===== src/rtl/asrv32_dbus_if.sv =====
// Data-bus channel between asrv32_dbus_master and a memory responder.
// Signal names keep the master's point of view (o_ = driven by master).
interface asrv32_dbus_if;
  logic        o_stb;
  logic        o_we;
  logic [31:0] o_addr;
  logic [31:0] o_wdata;
  logic [3:0]  o_wr_mask;
  logic        i_ack;
  logic [31:0] i_rdata;

  modport master (
    output o_stb, o_we, o_addr, o_wdata, o_wr_mask,
    input  i_ack, i_rdata
  );

  modport slave (
    input  o_stb, o_we, o_addr, o_wdata, o_wr_mask,
    output i_ack, i_rdata
  );
endinterface


===== src/rtl/asrv32_dbus_master.sv =====
// Load/store data-bus master: one strobe per access, lane steering and load extension.
// Optional ack timeout enabled by defining ASRV32_DBUS_TIMEOUT_EN.
module asrv32_dbus_master #(
  parameter int unsigned TIMEOUT_CYCLES = 255
) (
  input  logic        i_clk,
  input  logic        rst_n,
  input  logic        i_req,
  input  logic        i_we,
  input  logic [31:0] i_addr,
  input  logic [31:0] i_wdata,
  input  logic [2:0]  i_funct3,
  output logic        o_busy,
  output logic        o_done,
  output logic [31:0] o_rdata,
  output logic        o_misaligned,
  output logic        o_bus_err,
  asrv32_dbus_if.master bus
);

  typedef enum logic [1:0] {S_IDLE, S_STB, S_WAIT, S_RESP} state_t;

  state_t      r_state;
  state_t      w_next;
  logic        r_we;
  logic [1:0]  r_off;
  logic [2:0]  r_funct3;
  logic        r_mis;
  logic [31:0] r_rdata;
  logic [31:0] r_bus_addr;
  logic [31:0] r_bus_wdata;
  logic [3:0]  r_bus_mask;
  logic        w_accept;
  logic        w_req_mis;
  logic        w_ack;
  logic        w_timeout;
  logic [31:0] w_store_data;
  logic [3:0]  w_store_mask;
  logic [31:0] w_shift;
  logic [31:0] w_load_data;

  assign w_accept  = (r_state == S_IDLE) && i_req;
  assign w_req_mis = i_funct3[1] ? (i_addr[1:0] != 2'b00) : (i_funct3[0] & i_addr[0]);
  assign w_ack     = (r_state == S_WAIT) && bus.i_ack;

`ifdef ASRV32_DBUS_TIMEOUT_EN
  logic [31:0] r_cnt;
  logic        r_err;

  assign w_timeout = (r_state == S_WAIT) && !bus.i_ack && (r_cnt == TIMEOUT_CYCLES - 1);

  always_ff @(posedge i_clk or negedge rst_n) begin
    if (!rst_n) begin
      r_cnt <= '0;
    end else if (r_state == S_WAIT) begin
      r_cnt <= r_cnt + 32'd1;
    end else begin
      r_cnt <= '0;
    end
  end

  always_ff @(posedge i_clk or negedge rst_n) begin
    if (!rst_n) begin
      r_err <= 1'b0;
    end else if (w_accept) begin
      r_err <= 1'b0;
    end else if (w_timeout) begin
      r_err <= 1'b1;
    end
  end

  assign o_bus_err = (r_state == S_RESP) && r_err;
`else
  assign w_timeout = 1'b0;
  assign o_bus_err = 1'b0;
`endif

  always_ff @(posedge i_clk or negedge rst_n) begin
    if (!rst_n) begin
      r_state <= S_IDLE;
    end else begin
      r_state <= w_next;
    end
  end

  always_comb begin
    w_next = r_state;
    case (r_state)
      S_IDLE: if (i_req) w_next = w_req_mis ? S_RESP : S_STB;
      S_STB:  w_next = S_WAIT;
      S_WAIT: if (w_ack || w_timeout) w_next = S_RESP;
      S_RESP: w_next = S_IDLE;
      default: w_next = S_IDLE;
    endcase
  end

  always_comb begin
    w_store_data = i_wdata;
    w_store_mask = 4'b1111;
    case (i_funct3[1:0])
      2'b00: begin
        w_store_data = {4{i_wdata[7:0]}};
        w_store_mask = 4'b0001 << i_addr[1:0];
      end
      2'b01: begin
        w_store_data = {2{i_wdata[15:0]}};
        w_store_mask = 4'b0011 << i_addr[1:0];
      end
      default: ;
    endcase
  end

  // Offset and width come from the latched request, not the live core inputs.
  always_comb begin
    w_shift     = bus.i_rdata >> {r_off, 3'b000};
    w_load_data = w_shift;
    case (r_funct3[1:0])
      2'b00:   w_load_data = {{24{~r_funct3[2] & w_shift[7]}}, w_shift[7:0]};
      2'b01:   w_load_data = {{16{~r_funct3[2] & w_shift[15]}}, w_shift[15:0]};
      default: ;
    endcase
  end

  always_ff @(posedge i_clk or negedge rst_n) begin
    if (!rst_n) begin
      r_we        <= 1'b0;
      r_off       <= '0;
      r_funct3    <= '0;
      r_mis       <= 1'b0;
      r_rdata     <= '0;
      r_bus_addr  <= '0;
      r_bus_wdata <= '0;
      r_bus_mask  <= '0;
    end else if (w_accept) begin
      r_we        <= i_we;
      r_off       <= i_addr[1:0];
      r_funct3    <= i_funct3;
      r_mis       <= w_req_mis;
      r_rdata     <= '0;
      r_bus_addr  <= {i_addr[31:2], 2'b00};
      r_bus_wdata <= w_store_data;
      r_bus_mask  <= i_we ? w_store_mask : 4'b0000;
    end else if (w_ack) begin
      r_rdata <= r_we ? 32'd0 : w_load_data;
    end else if (w_timeout) begin
      r_rdata <= '0;
    end
  end

  always_comb begin
    o_busy        = (r_state != S_IDLE);
    o_done        = (r_state == S_RESP);
    o_misaligned  = (r_state == S_RESP) && r_mis;
    o_rdata       = (r_state == S_RESP) ? r_rdata : 32'd0;
    bus.o_stb     = (r_state == S_STB);
    bus.o_we      = (r_state == S_STB) && r_we;
    bus.o_addr    = r_bus_addr;
    bus.o_wdata   = r_bus_wdata;
    bus.o_wr_mask = r_bus_mask;
  end

endmodule


===== src/flat_wrapper.sv =====
// flat-port wrapper written by rule: the top's interface ports become plain ports
module asrv32_dbus_master_flat 
#(
  parameter int unsigned TIMEOUT_CYCLES = 255
)
  (i_clk, rst_n, i_req, i_we, i_addr, i_wdata, i_funct3, o_busy, o_done, o_rdata, o_misaligned, o_bus_err, bus_o_stb, bus_o_we, bus_o_addr, bus_o_wdata, bus_o_wr_mask, bus_i_ack, bus_i_rdata);
  asrv32_dbus_if bus_i ();
  input  logic i_clk;
  input  logic rst_n;
  input  logic i_req;
  input  logic i_we;
  input  logic [31:0] i_addr;
  input  logic [31:0] i_wdata;
  input  logic [2:0] i_funct3;
  output logic o_busy;
  output logic o_done;
  output logic [31:0] o_rdata;
  output logic o_misaligned;
  output logic o_bus_err;
  output wire logic [$bits(bus_i.o_stb)-1:0] bus_o_stb;
  output wire logic [$bits(bus_i.o_we)-1:0] bus_o_we;
  output wire logic [$bits(bus_i.o_addr)-1:0] bus_o_addr;
  output wire logic [$bits(bus_i.o_wdata)-1:0] bus_o_wdata;
  output wire logic [$bits(bus_i.o_wr_mask)-1:0] bus_o_wr_mask;
  input wire logic [$bits(bus_i.i_ack)-1:0] bus_i_ack;
  input wire logic [$bits(bus_i.i_rdata)-1:0] bus_i_rdata;
  assign bus_o_stb = bus_i.o_stb;
  assign bus_o_we = bus_i.o_we;
  assign bus_o_addr = bus_i.o_addr;
  assign bus_o_wdata = bus_i.o_wdata;
  assign bus_o_wr_mask = bus_i.o_wr_mask;
  assign bus_i.i_ack = bus_i_ack;
  assign bus_i.i_rdata = bus_i_rdata;
  asrv32_dbus_master #(.TIMEOUT_CYCLES(TIMEOUT_CYCLES)) u_core (.i_clk(i_clk), .rst_n(rst_n), .i_req(i_req), .i_we(i_we), .i_addr(i_addr), .i_wdata(i_wdata), .i_funct3(i_funct3), .o_busy(o_busy), .o_done(o_done), .o_rdata(o_rdata), .o_misaligned(o_misaligned), .o_bus_err(o_bus_err), .bus(bus_i));
endmodule

===== config.mk =====
export PLATFORM = sky130hd
export DESIGN_NAME = asrv32_dbus_master_flat
export DESIGN_NICKNAME = d
export VERILOG_FILES = /design/src/rtl/asrv32_dbus_if.sv /design/src/rtl/asrv32_dbus_master.sv /design/src/flat_wrapper.sv
export SDC_FILE = /design/constraint.sdc
export NUM_CORES = 1
export LEC_CHECK = 0
export ABC_AREA = 1
export ABC_CLOCK_PERIOD_IN_PS = 4600
export CAP_MARGIN = 40
export CORE_MARGIN = 3
export CORE_UTILIZATION = 48
export CTS_CLUSTER_DIAMETER = 120
export CTS_CLUSTER_SIZE = 12
export DETAILED_ROUTE_END_ITERATION = 8
export PLACE_DENSITY_LB_ADDON = 0.15
export SLEW_MARGIN = 20
export SYNTH_ARGS = -nofsm -noshare
export SYNTH_HDL_FRONTEND = slang
export SYNTH_SLANG_ARGS = --single-unit

===== constraint.sdc =====
create_clock -name i_clk -period 4.6 [get_ports i_clk]
set_input_delay 1.38 -clock i_clk [delete_from_list [all_inputs] [get_ports i_clk]]
set_output_delay 1.38 -clock i_clk [all_outputs]
set_load 0.02 [all_outputs]

# Yosys cells after proc, flatten, opt, wreduce, memory -nomap -nowiden
# Index checks and enable logic that the tools add are counted.
# word_totals
regBits	107
inputBits	104
out_inout_bits	106
elab_cells	47
# op_classes
n_eq_ne	7
n_shift	3
mux	13
n_bitwise	4
reduce_logical	11
# ops
op	count
32-bit two-way mux	4
32-bit one-hot mux with 2 select lines	2
32-bit by 5-bit right shift with 32-bit output	1
2-bit one-hot mux with 4 select lines	1
4-bit one-hot mux with 2 select lines	1
2-bit by 1-bit equality test with 1-bit output, second input constant	3
2-bit zero test	3
2-bit two-way mux	3
2-bit nonzero test	3
2-bit equality test, second input constant	2
1-bit logical AND	4
4-bit two-way mux	1
1-bit by 2-bit << shifter with 4-bit output, first input constant	1
2-bit by 2-bit << shifter with 4-bit output, first input constant	1
1-bit AND	3
2-bit by 1-bit != test with 1-bit output, second input constant	1
2-bit != test, second input constant	1
2-bit AND reduction	1
1-bit two-way mux	1
1-bit NOT	1

# Depth between registers and ports, before layout
# Gate-level depths: netlist (run 1).
# depth
word_depth	6
mapped_depth	11
depth_no_buf	9

# Worst setup path after synthesis (run 1)
# No wires, ideal clock.
# synth_timing
path_kind	register -> output
from	reg u_core.r_state[1]
to	out o_rdata[10]
arrival_ps	1350
t_required_ps	3220
slack_ps	1870
path_stages_with_launch	6
n_path_buf	2
cell_sequence	dfrtp_1 ha_1 clkbuf_1 clkbuf_1 nand2_1 inv_1
# synth_via
elab_chain_len	2
# synth_lines
element	line	rtl
start: declaration	asrv32_dbus_master.sv:23	state_t r_state;
start signal: assignment	asrv32_dbus_master.sv:82	r_state <= w_next;
2-bit equality test	-	
via o_done	flat_wrapper.sv:16	output logic o_done;
32-bit two-way mux	asrv32_dbus_master.sv:154	o_rdata = (r_state == S_RESP) ? r_rdata : 32'd0;
end: declaration	flat_wrapper.sv:17	output logic [31:0] o_rdata;
# The timed path passes the listed nets, and every way through them passes these cells.

# Worst setup path after layout (run 1)
# layout_timing
from	reg u_core.r_state[1]
to	out o_rdata[16]
# layout_via
elab_chain_len	2
# layout_lines
element	line
2-bit equality test	asrv32_dbus_master.sv:154
32-bit two-way mux	asrv32_dbus_master.sv:154
# No other way between the ends.

==> impl_results.md, run 1 <==
- Status: finished, final reports clean
- Largest stage delay, worst path: 640 ps
- Hold path cells: 2
- Measured slew at the worst slew-check pin: 800 ps
- Vias per cell: 5.19
- Post-Route Setup TNS: 0 ps
- Initial Util: 0.502
- Cell depth of the worst setup path: 5
- Share of post-route cells with drive strength above 1: 0.0649
- Final HPWL DP: 11900 µm
- Vias in the first global route: 5668
- Fill cells: 892
- Post-Syn Instances: 753
- Total CTS buffers: 9
- Final min period: 3500 ps
- Sequential cell area: 2680 µm²
- Register area share after synthesis: 0.481
- Boundary Pins: 210
- VDD IR-drop max: 361 µV
- Final std cells w/o fill: 1080
- Synth cell types: 29
- Max-cap violation count: 0
- Routed WL: 16400 µm
- Die height: 114 µm
- GRT Residual Overflow: 0
- CP Launch Type: register
- YS warnings: 0
- Worst path top cell family by delay: buffers and inverters
- # rows: 38
- Syn_area_per_cell: 7.39 µm²
- Worst Hold Margin: 481 ps
- Die W: 114 µm
- Latest clock arrival within the worst-skew pair: 340 ps
- TritonCTS clock tree: built
- Max Clk Rate: 286 MHz
- Clock H-tree levels: 3
- R2R depth: 5
- Flops & latches, synth: 107
- Final hold vios: 0
- Detailed router's first-iteration violation count: 540
- Worst Path Max Fanout: 32
- Hold-fix buffers, CTS: 0
- Fin. max-slew vios: 0
- Finish-stage setup viols: 0
- Power Dens Cells: 631 nW/µm²
- Dpl cells: 1062
- Leak: 4.16 nW
- Rel. slew slack: 0.466
- CTS clk-pin slew, worst paths: 70 ps
- Slowest cell on the critical path: clkdlybuf4s50_1
- Final nets: 1044
- Multi-input logic area: 2400 µm²
- Largest net degree at the start of global routing: 83
- Crit path buffers/inverters: 3
- DIE AREA: 12900 µm²
- Residual DRC: 0
- Clock skew: 7.47 ps
- Area grow syn2layout: 43.8%
- RSZ-0062 raised after global routing: false
- All-layer global routing usage: 0.257
- Antenna violations before repair: 0
- Post_cts resized: 0
- Diodes inserted: 0
- Setup crit end kind: output port
- Worst Path Arrival: 2120 ps
- Hold/Removal Path Class: register to register
- Post-CTS Setup Inserts: 0
- Port Buffers: 206
- Core Box Area: 11100 µm²
- CTS Buffer Depth: 2
- Wire length per cell: 15.2 µm
- Clock Sinks: 107
- Clock root buffer: clkbuf_16
- Worst Path Required: 3220 ps
- CP Cell Sequence: ha_1 -> buf_4 -> nand2_1 -> inv_1 -> clkdlybuf4s50_1
- Via count: 5606
- First-pass GRT wire length: 26900 µm
- Drt first pass iters: 5
- Cell area after synthesis: 5560 µm²
- Worst Setup Path Type: register to output port
- RePlAce Congestion: 0.907
- Tcrit/Tclk final: 0.760
- Final ANT Viol Nets: 0
## stage by stage
step | total power, mW | setup WS [ps] | utilization | instance area, µm²
2_1_floorplan | 3.18 | 1870 | - | 5570
3_5_place_dp | 4.18 | 1070 | 0.689 | 7630
5_1_grt | 5.40 | 976 | 0.722 | 8000
4_1_cts | 5.06 | 1090 | 0.719 | 7960
6_report | 5.05 | 1100 | 0.722 | 8000
3_3_place_gp | 4.09 | 1160 | 0.685 | 7590
## cell type report
class                           count  share of cell area
Inverter                           58              0.0281
Timing Repair Buffer              215               0.275
Clock inverter                      5              0.0106
Sequential cell                   107               0.335
Multi-Input combinational cell    544               0.300
Tap cell                          140              0.0219
Clock buffer                       11              0.0303
## worst paths after layout
path / start / endpoint / slack, ps
setup reg to reg: u_core.r_state[0] / u_core.bus.o_wdata[30] / 2550
setup / recovery: u_core.r_state[1] / o_rdata[16] / 1100
max in group asynchronous: rst_n / u_core.r_rdata[19] / 3050
hold reg to reg: u_core.bus.o_addr[25] / u_core.bus.o_addr[25] / 480
hold / removal: u_core.bus.o_addr[25] / u_core.bus.o_addr[25] / 480
min in group asynchronous: rst_n / u_core.r_rdata[6] / 980
## synthesized netlist by cell type
| library cell | instances | area share |
|---|---|---|
| a21oi_1 | 42 | 0.038 |
| a31oi_1 | 1 | 0.0011 |
| buf_12 | 1 | 0.0036 |
| buf_2 | 13 | 0.012 |
| buf_4 | 8 | 0.011 |
| buf_6 | 5 | 0.010 |
| clkbuf_1 | 19 | 0.013 |
| clkinv_1 | 3 | 0.0020 |
| conb_1 | 1 | 0.00067 |
| dfrtp_1 | 107 | 0.48 |
| ha_1 | 5 | 0.011 |
| inv_1 | 51 | 0.034 |
| inv_2 | 2 | 0.0013 |
| inv_4 | 1 | 0.0011 |
| inv_6 | 1 | 0.0016 |
| nand2_1 | 367 | 0.25 |
| nand2_2 | 24 | 0.027 |
| nand2_4 | 1 | 0.0020 |
| nand3_1 | 32 | 0.029 |
| nand3_2 | 2 | 0.0036 |
| nand3_4 | 2 | 0.0063 |
| nand4_4 | 1 | 0.0038 |
| nor2_1 | 15 | 0.010 |
| nor2_4 | 1 | 0.0020 |
| nor3_1 | 1 | 0.00090 |
| o211ai_1 | 7 | 0.0094 |
| o21ai_0 | 37 | 0.033 |
| o21bai_1 | 1 | 0.0013 |
| o22ai_1 | 2 | 0.0022 |
## registers in the layout (all words and copies together) (netlist names)
name and count:
u_core.bus.o_wr_mask 4, u_core.bus.o_addr 30, u_core.r_funct3 3, u_core.r_we 1, u_core.r_rdata 32, u_core.bus.o_wdata 32, u_core.r_mis 1, u_core.r_off 2
u_core.r_state 2
## cell usage in the layout, fill, tap and decap left out, types with 2 or more instances in the layout
cell type        Yosys  routed
buf_16               0       2
nand2_1            367     366
clkinv_1             3       3
nand3_2              2       2
dfrtp_1            107     107
o211ai_1             7       7
o21ai_0             37      37
nor2_1              15      15
nand3_1             32      32
buf_4                8       5
bufinv_16            0       2
clkdlybuf4s50_1      0     205
nand3_4              2       2
nand2_2             24      25
clkbuf_16            0       9
conb_1               1       3
inv_1               51      51
o22ai_1              2       2
buf_12               1       2
ha_1                 5       5
inv_2                2       2
a21oi_1             42      42
## tightest hold or removal path, stage by stage, from the launching register on
cell and delay [ps]:
dfrtp_1 350, nand2_1 50, nand2_1 50
## layer usage
| metal | vias to the layer above | track usage | wire [µm] |
|---|---|---|---|
| met5 | - | 0 | 0 |
| met1 | 2659 | 0.317 | 6380 |
| met2 | 231 | 0.442 | 8340 |
| li1 | 2683 | - | - |
| met3 | 33 | 0.0626 | 1340 |
| met4 | 0 | 0.0857 | 389 |
## report_power, final
| part | internal, mW | total [mW] | switching [mW] |
|---|---|---|---|
| sequential | 1.35 | 1.63 | 0.282 |
| clock | 0.497 | 0.846 | 0.350 |
| combinational | 1.07 | 2.58 | 1.50 |
| total | 2.92 | 5.05 | 2.14 |
## cell families (layout without fill, tap and decap cells)
kind of cell | count (synthesis) | count (layout) | share of synthesized area
other cells | 1 | 3 | 0.000674
buf+inv | 104 | 289 | 0.0895
fa+ha+maj | 5 | 5 | 0.0112
flops | 107 | 107 | 0.481
simple gates | 446 | 446 | 0.332
compound gates | 90 | 90 | 0.0852
(Power assumes the default switching activity.)
==> run 2, diff against run 1 <==
- ABC_CLOCK_PERIOD_IN_PS: 4600 -> 3350
- CORE_UTILIZATION: 48 -> 45
- clock period: 4.6 -> 3.35 ns (I/O delays scaled with it)
==> impl_results.md, run 2 (same netlist as run 1, synthesis figures left out) <==
- Status: finished, final reports clean (unchanged)
- Final HPWL DP: 11900 µm (about the same)
- Share of post-route cells with drive strength above 1: 0.0659 (was 0.0649)
- Die height: 117 µm (was 114 µm)
- Latest clock arrival within the worst-skew pair: 360 ps (was 340 ps)
- Vias per cell: 4.95 (was 5.19)
- Via count: 5474 (was 5606)
- Die W: 117 µm (was 114 µm)
- Initial Util: 0.473 (was 0.502)
- Rel. slew slack: 0.520 (was 0.466)
- Antenna violations before repair: 0 (unchanged)
- Final hold vios: 0 (unchanged)
- VDD IR-drop max: 569 µV (was 361 µV)
- Final ANT Viol Nets: 0 (unchanged)
- Hold-fix buffers, CTS: 0 (unchanged)
- Finish-stage setup viols: 0 (unchanged)
- Port Buffers: 206 (unchanged)
- Clock root buffer: clkbuf_16 (unchanged)
- Fin util: 0.679 (was 0.722)
- Worst Path Required: 2340 ps (was 3220 ps)
- Total CTS buffers: 9 (unchanged)
- CTS clk-pin slew, worst paths: 70 ps (about the same)
- Worst Path Max Fanout: 34 (was 32)
- Clock skew: 10.2 ps (was 7.47 ps)
- Largest net degree at the start of global routing: 84 (was 83)
- Worst Path Arrival: 2010 ps (was 2120 ps)
- All-layer global routing usage: 0.239 (was 0.257)
- Most frequent cells in the layout: 366 x nand2_1, 205 x clkdlybuf4s50_1, 107 x dfrtp_1, 51 x inv_1, 42 x a21oi_1 (unchanged)
- RSZ-0062 raised after global routing: false (unchanged)
- Fin. max-slew vios: 0 (unchanged)
- Post-Route Setup TNS: 0 ps (unchanged)
- Detailed router's first-iteration violation count: 477 (was 540)
- Worst Setup Path Type: register to output port (unchanged)
- Hold/Removal Path Class: register to register (unchanged)
- Setup crit end kind: output port (unchanged)
- Boundary Pins: 210 (unchanged)
- Area grow syn2layout: 43.4% (was 43.8%)
- CP Launch Type: register (unchanged)
- Power Dens Cells: 853 nW/µm² (was 631 nW/µm²)
- Vias in the first global route: 5347 (was 5668)
- RePlAce Congestion: 0.907 (about the same)
- Multi-input logic area: 2400 µm² (unchanged)
- Leak: 4.14 nW (was 4.16 nW)
- Clock H-tree levels: 3 (unchanged)
- Post-CTS Setup Inserts: 0 (unchanged)
- Final nets: 1045 (was 1044)
- Core Box Area: 11800 µm² (was 11100 µm²)
- Post_cts resized: 0 (unchanged)
- First-pass GRT wire length: 25700 µm (was 26900 µm)
- Max-cap violation count: 0 (unchanged)
- Routed WL: 16200 µm (was 16400 µm)
- Clock Sinks: 107 (unchanged)
- Diodes inserted: 0 (unchanged)
- Sequential cell area: 2680 µm² (unchanged)
- Residual DRC: 0 (unchanged)
- GRT Residual Overflow: 0 (unchanged)
- Measured slew at the worst slew-check pin: 721 ps (was 800 ps)
- Tcrit/Tclk final: 0.900
- DIE AREA: 13700 µm² (was 12900 µm²)
- Final min period: 3010 ps
- # rows: 39 (was 38)
- TritonCTS clock tree: built (unchanged)
- Fill cells: 999 (was 892)
- Commonest non-fill, non-tap cell in the layout: nand2_1 (unchanged)
- Drt first pass iters: 5 (unchanged)
- CTS Buffer Depth: 2 (unchanged)
- Max Clk Rate: 332 MHz
- Wire length per cell: 14.7 µm (was 15.2 µm)
-- run 2: stage by stage --
step / area (µm²) / total power, mW / std cells / hold WS (ps) / setup slack [ps]
floorplan: 5570 / 4.36 / 755 / 449 / 995
global placement: 7670 / 5.68 / 1088 / 461 / 698
detailed placement: 7670 / 5.76 / 1088 / 465 / 636
CTS: 7970 / 6.85 / 1104 / 484 / 301
global route: 7980 / 7.31 / 1105 / 510 / 179
finish: 7980 / 6.81 / 1105 / 479 / 336
-- run 2: final cells by class --
type                    instances  area share
flip-flops and latches        107       0.335
multi-input cells             544       0.301
repair buffers                216       0.273
clock buffers                  10      0.0287
inverters                      58      0.0282
well taps                     164      0.0257
clock inverters                 6     0.00831
-- run 2: worst max-delay path, stage by stage, from the launching register on --
cell             delay [ps]
dfrtp_1                 400
ha_1                    160
buf_4                   320
nand2_1                 100
inv_1                    70
clkdlybuf4s50_1         610
-- run 2: metal layers --
| layer | part of all wire | vias up | track usage | wire length (µm) |
|---|---|---|---|---|
| met5 | 0 | - | 0 | 0 |
| met4 | 0.019 | 0 | 0.0772 | 306 |
| met3 | 0.093 | 28 | 0.0817 | 1510 |
| met2 | 0.50 | 204 | 0.401 | 8070 |
| met1 | 0.39 | 2568 | 0.290 | 6320 |
| li1 | - | 2674 | - | - |
-- run 2: final timing paths --
kind	from	to	slack, ps	depth (start not counted)
worst max-delay path	u_core.r_state[1]	o_rdata[15]	340	5
worst min-delay path	u_core.bus.o_addr[10]	u_core.bus.o_addr[10]	480	2
max in group asynchronous	rst_n	u_core.bus.o_addr[30]	1870	2
worst min register to register	u_core.bus.o_addr[10]	u_core.bus.o_addr[10]	480	2
worst max register to register	u_core.r_off[1]	u_core.r_rdata[20]	1310	6
min in group asynchronous	rst_n	u_core.r_rdata[2]	680	1
-- run 2: power by group --
part	leakage, nW	total, mW	internal, mW	switching (mW)
clock	0.146	1.06	0.581	0.481
sequential	1.36	2.22	1.85	0.374
combinational	2.63	3.53	1.46	2.07
total	4.14	6.81	3.89	2.92
==> run 3, diff against run 2 <==
- PLACE_DENSITY: unset -> 0.84
- PLACE_DENSITY_LB_ADDON: 0.15 -> unset
==> impl_results.md, run 3 (same netlist as run 1, synthesis figures left out) <==
- Antenna violations before repair: 0 (unchanged)
- Worst Path Required: 2340 ps (about the same)
- Share of post-route cells with drive strength above 1: 0.0670 (was 0.0659)
- P_sw: 2.94 mW (was 2.92 mW)
- RePlAce Congestion: 0.871 (was 0.907)
- Worst r2r src: u_core.r_state[1] (was u_core.r_off[1])
- Post_cts resized: 0 (unchanged)
- Sw Ratio: 0.421 (was 0.429)
- Worst Path Arrival: 2060 ps (was 2010 ps)
- Final ANT Viol Nets: 0 (unchanged)
- Final nets: 1045 (unchanged)
- Most frequent cells in the layout: 366 x nand2_1, 205 x clkdlybuf4s50_1, 107 x dfrtp_1, 51 x inv_1, 42 x a21oi_1 (unchanged)
- Tcrit/Tclk final: 0.915 (was 0.900)
- Status: finished, final reports clean (unchanged)
- Final hold vios: 0 (unchanged)
- CP Launch Type: register (unchanged)
- Max-cap violation count: 0 (unchanged)
- Slowest cell on the critical path: clkdlybuf4s50_1 (unchanged)
- Largest net degree at the start of global routing: 73 (was 84)
- Via count: 5476 (was 5474)
- Core Box Area: 11800 µm² (unchanged)
- Detailed router's first-iteration violation count: 591 (was 477)
- Max Clk Rate: 326 MHz (was 332 MHz)
- Dpl cells: 1088 (unchanged)
- Logic pwr share: 0.503 (was 0.518)
- P_int: 4.04 mW (was 3.89 mW)
- Wire length per cell: 14.9 µm (was 14.7 µm)
- CTS clk-pin slew, worst paths: 70 ps (about the same)
- Commonest non-fill, non-tap cell in the layout: nand2_1 (unchanged)
- Flop2flop setup slack: 1270 ps (was 1310 ps)
- Clock H-tree levels: 3 (unchanged)
- Worst path top cell family by delay: buffers and inverters (unchanged)
- Power Dens Cells: 870 nW/µm² (was 853 nW/µm²)
- All-layer global routing usage: 0.238 (was 0.239)
- Vias in the first global route: 5154 (was 5347)
- Clock Sinks: 107 (unchanged)
- Fin. max-slew vios: 0 (unchanged)
- Port Buffers: 206 (unchanged)
- TritonCTS clock tree: built (unchanged)
- GRT Residual Overflow: 0 (unchanged)
- Final min period: 3060 ps (was 3010 ps)
- Total CTS buffers: 9 (unchanged)
- Post-Route Setup TNS: 0 ps (unchanged)
- Diodes inserted: 0 (unchanged)
- Final std cells w/o fill: 1105 (unchanged)
- CTS Buffer Depth: 2 (unchanged)
- Clock network power share: 0.177 (was 0.156)
- Hold/Removal Path Class: register to register (unchanged)
- Fill cells: 972 (was 999)
- Post-route cell area: 8010 µm² (was 7980 µm²)
- Residual DRC: 0 (unchanged)
- Die height: 117 µm (unchanged)
- Final HPWL DP: 11700 µm (was 11900 µm)
- Latest clock arrival within the worst-skew pair: 340 ps (was 360 ps)
- Area grow syn2layout: 44.0% (was 43.4%)
- Crit path buffers/inverters: 3 (unchanged)
- Worst setup path start: u_core.r_state[1] (unchanged)
- Sequential Power Share: 0.320 (was 0.326)
- Boundary Pins: 210 (unchanged)
- Leak: 4.16 nW (was 4.14 nW)
- Area post-placement: 7650 µm² (was 7670 µm²)
- Worst Setup Path Type: register to output port (unchanged)
- Clock root buffer: clkbuf_16 (unchanged)
- First-pass GRT wire length: 25600 µm (was 25700 µm)
- Largest stage delay, worst path: 590 ps (was 610 ps)
- Vias per cell: 4.96 (was 4.95)
- Measured slew at the worst slew-check pin: 672 ps (was 721 ps)
- Drt first pass iters: 5 (unchanged)
- RSZ-0062 raised after global routing: false (unchanged)
- DIE AREA: 13700 µm² (unchanged)
- Clock skew: 8.27 ps (was 10.2 ps)
- Post-CTS Setup Inserts: 0 (unchanged)
- Routed WL: 16400 µm (was 16200 µm)
- Worst Hold Margin: 480 ps (was 479 ps)
- # rows: 39 (unchanged)
- Finish-stage setup viols: 0 (unchanged)
- Rel. slew slack: 0.552 (was 0.520)
- Die W: 117 µm (unchanged)
- Hold-fix buffers, CTS: 0 (unchanged)
- VDD IR-drop max: 518 µV (was 569 µV)
- Worst Path Max Fanout: 34 (unchanged)
- Initial Util: 0.473 (unchanged)
- Setup crit end kind: output port (unchanged)
- Hold path start: u_core.bus.o_addr[28] (was u_core.bus.o_addr[10])
- CP Cell Sequence: ha_1 -> buf_4 -> nand2_1 -> inv_1 -> clkdlybuf4s50_1 (unchanged)
[run 3: worst paths after layout]
check | endpoint | cells after the start
setup / recovery | o_rdata[17] | 5
hold / removal | u_core.bus.o_addr[28] | 2
setup reg to reg | u_core.bus.o_wdata[31] | 6
hold reg to reg | u_core.bus.o_addr[28] | 2
max in group asynchronous | u_core.r_rdata[14] | 2
min in group asynchronous | u_core.r_rdata[23] | 1
[run 3: cell type report]
type	count	area, µm²	share of cell area
Inverter	58	225	0.0281
Tap cell	164	205	0.0256
Timing Repair Buffer	216	2150	0.269
Sequential cell	107	2680	0.334
Multi-Input combinational cell	544	2400	0.299
Clock buffer	10	239	0.0298
Clock inverter	6	111	0.0139
[run 3: worst reg2reg max path: stages, from the launching register on]
cell and delay [ps]:
dfrtp_1 410, inv_1 100, ha_1 220, nand2_2 310, buf_4 630, a21oi_1 160, a31oi_1 180
[run 3: power by group through the flow]
stage / Combinational (mW) / Sequential, mW / Clock [mW]
global route: 3.85 / 2.30 / 1.29
finish: 3.51 / 2.23 / 1.23
global placement: 3.41 / 2.26 / 0
floorplan: 1.78 / 2.58 / 0
CTS: 3.48 / 2.26 / 1.25
detailed placement: 3.47 / 2.26 / 0
[run 3: routing by layer]
| layer | GRT usage | routed length [µm] | vias up |
|---|---|---|---|
| li1 | - | - | 2674 |
| met1 | 0.290 | 6490 | 2548 |
| met2 | 0.397 | 7950 | 232 |
| met3 | 0.0725 | 1610 | 22 |
| met4 | 0.0917 | 364 | 0 |
| met5 | 0 | 0 | - |
[run 3: metrics by stage]
step                      power [mW]  utilization  setup slack (ps)
final                           6.97        0.681               286
after global routing            7.45        0.681               164
after CTS                       6.99        0.680               267
after detailed placement        5.73        0.650               483
after global placement          5.67        0.650               584
after floorplan                 4.36            -               995
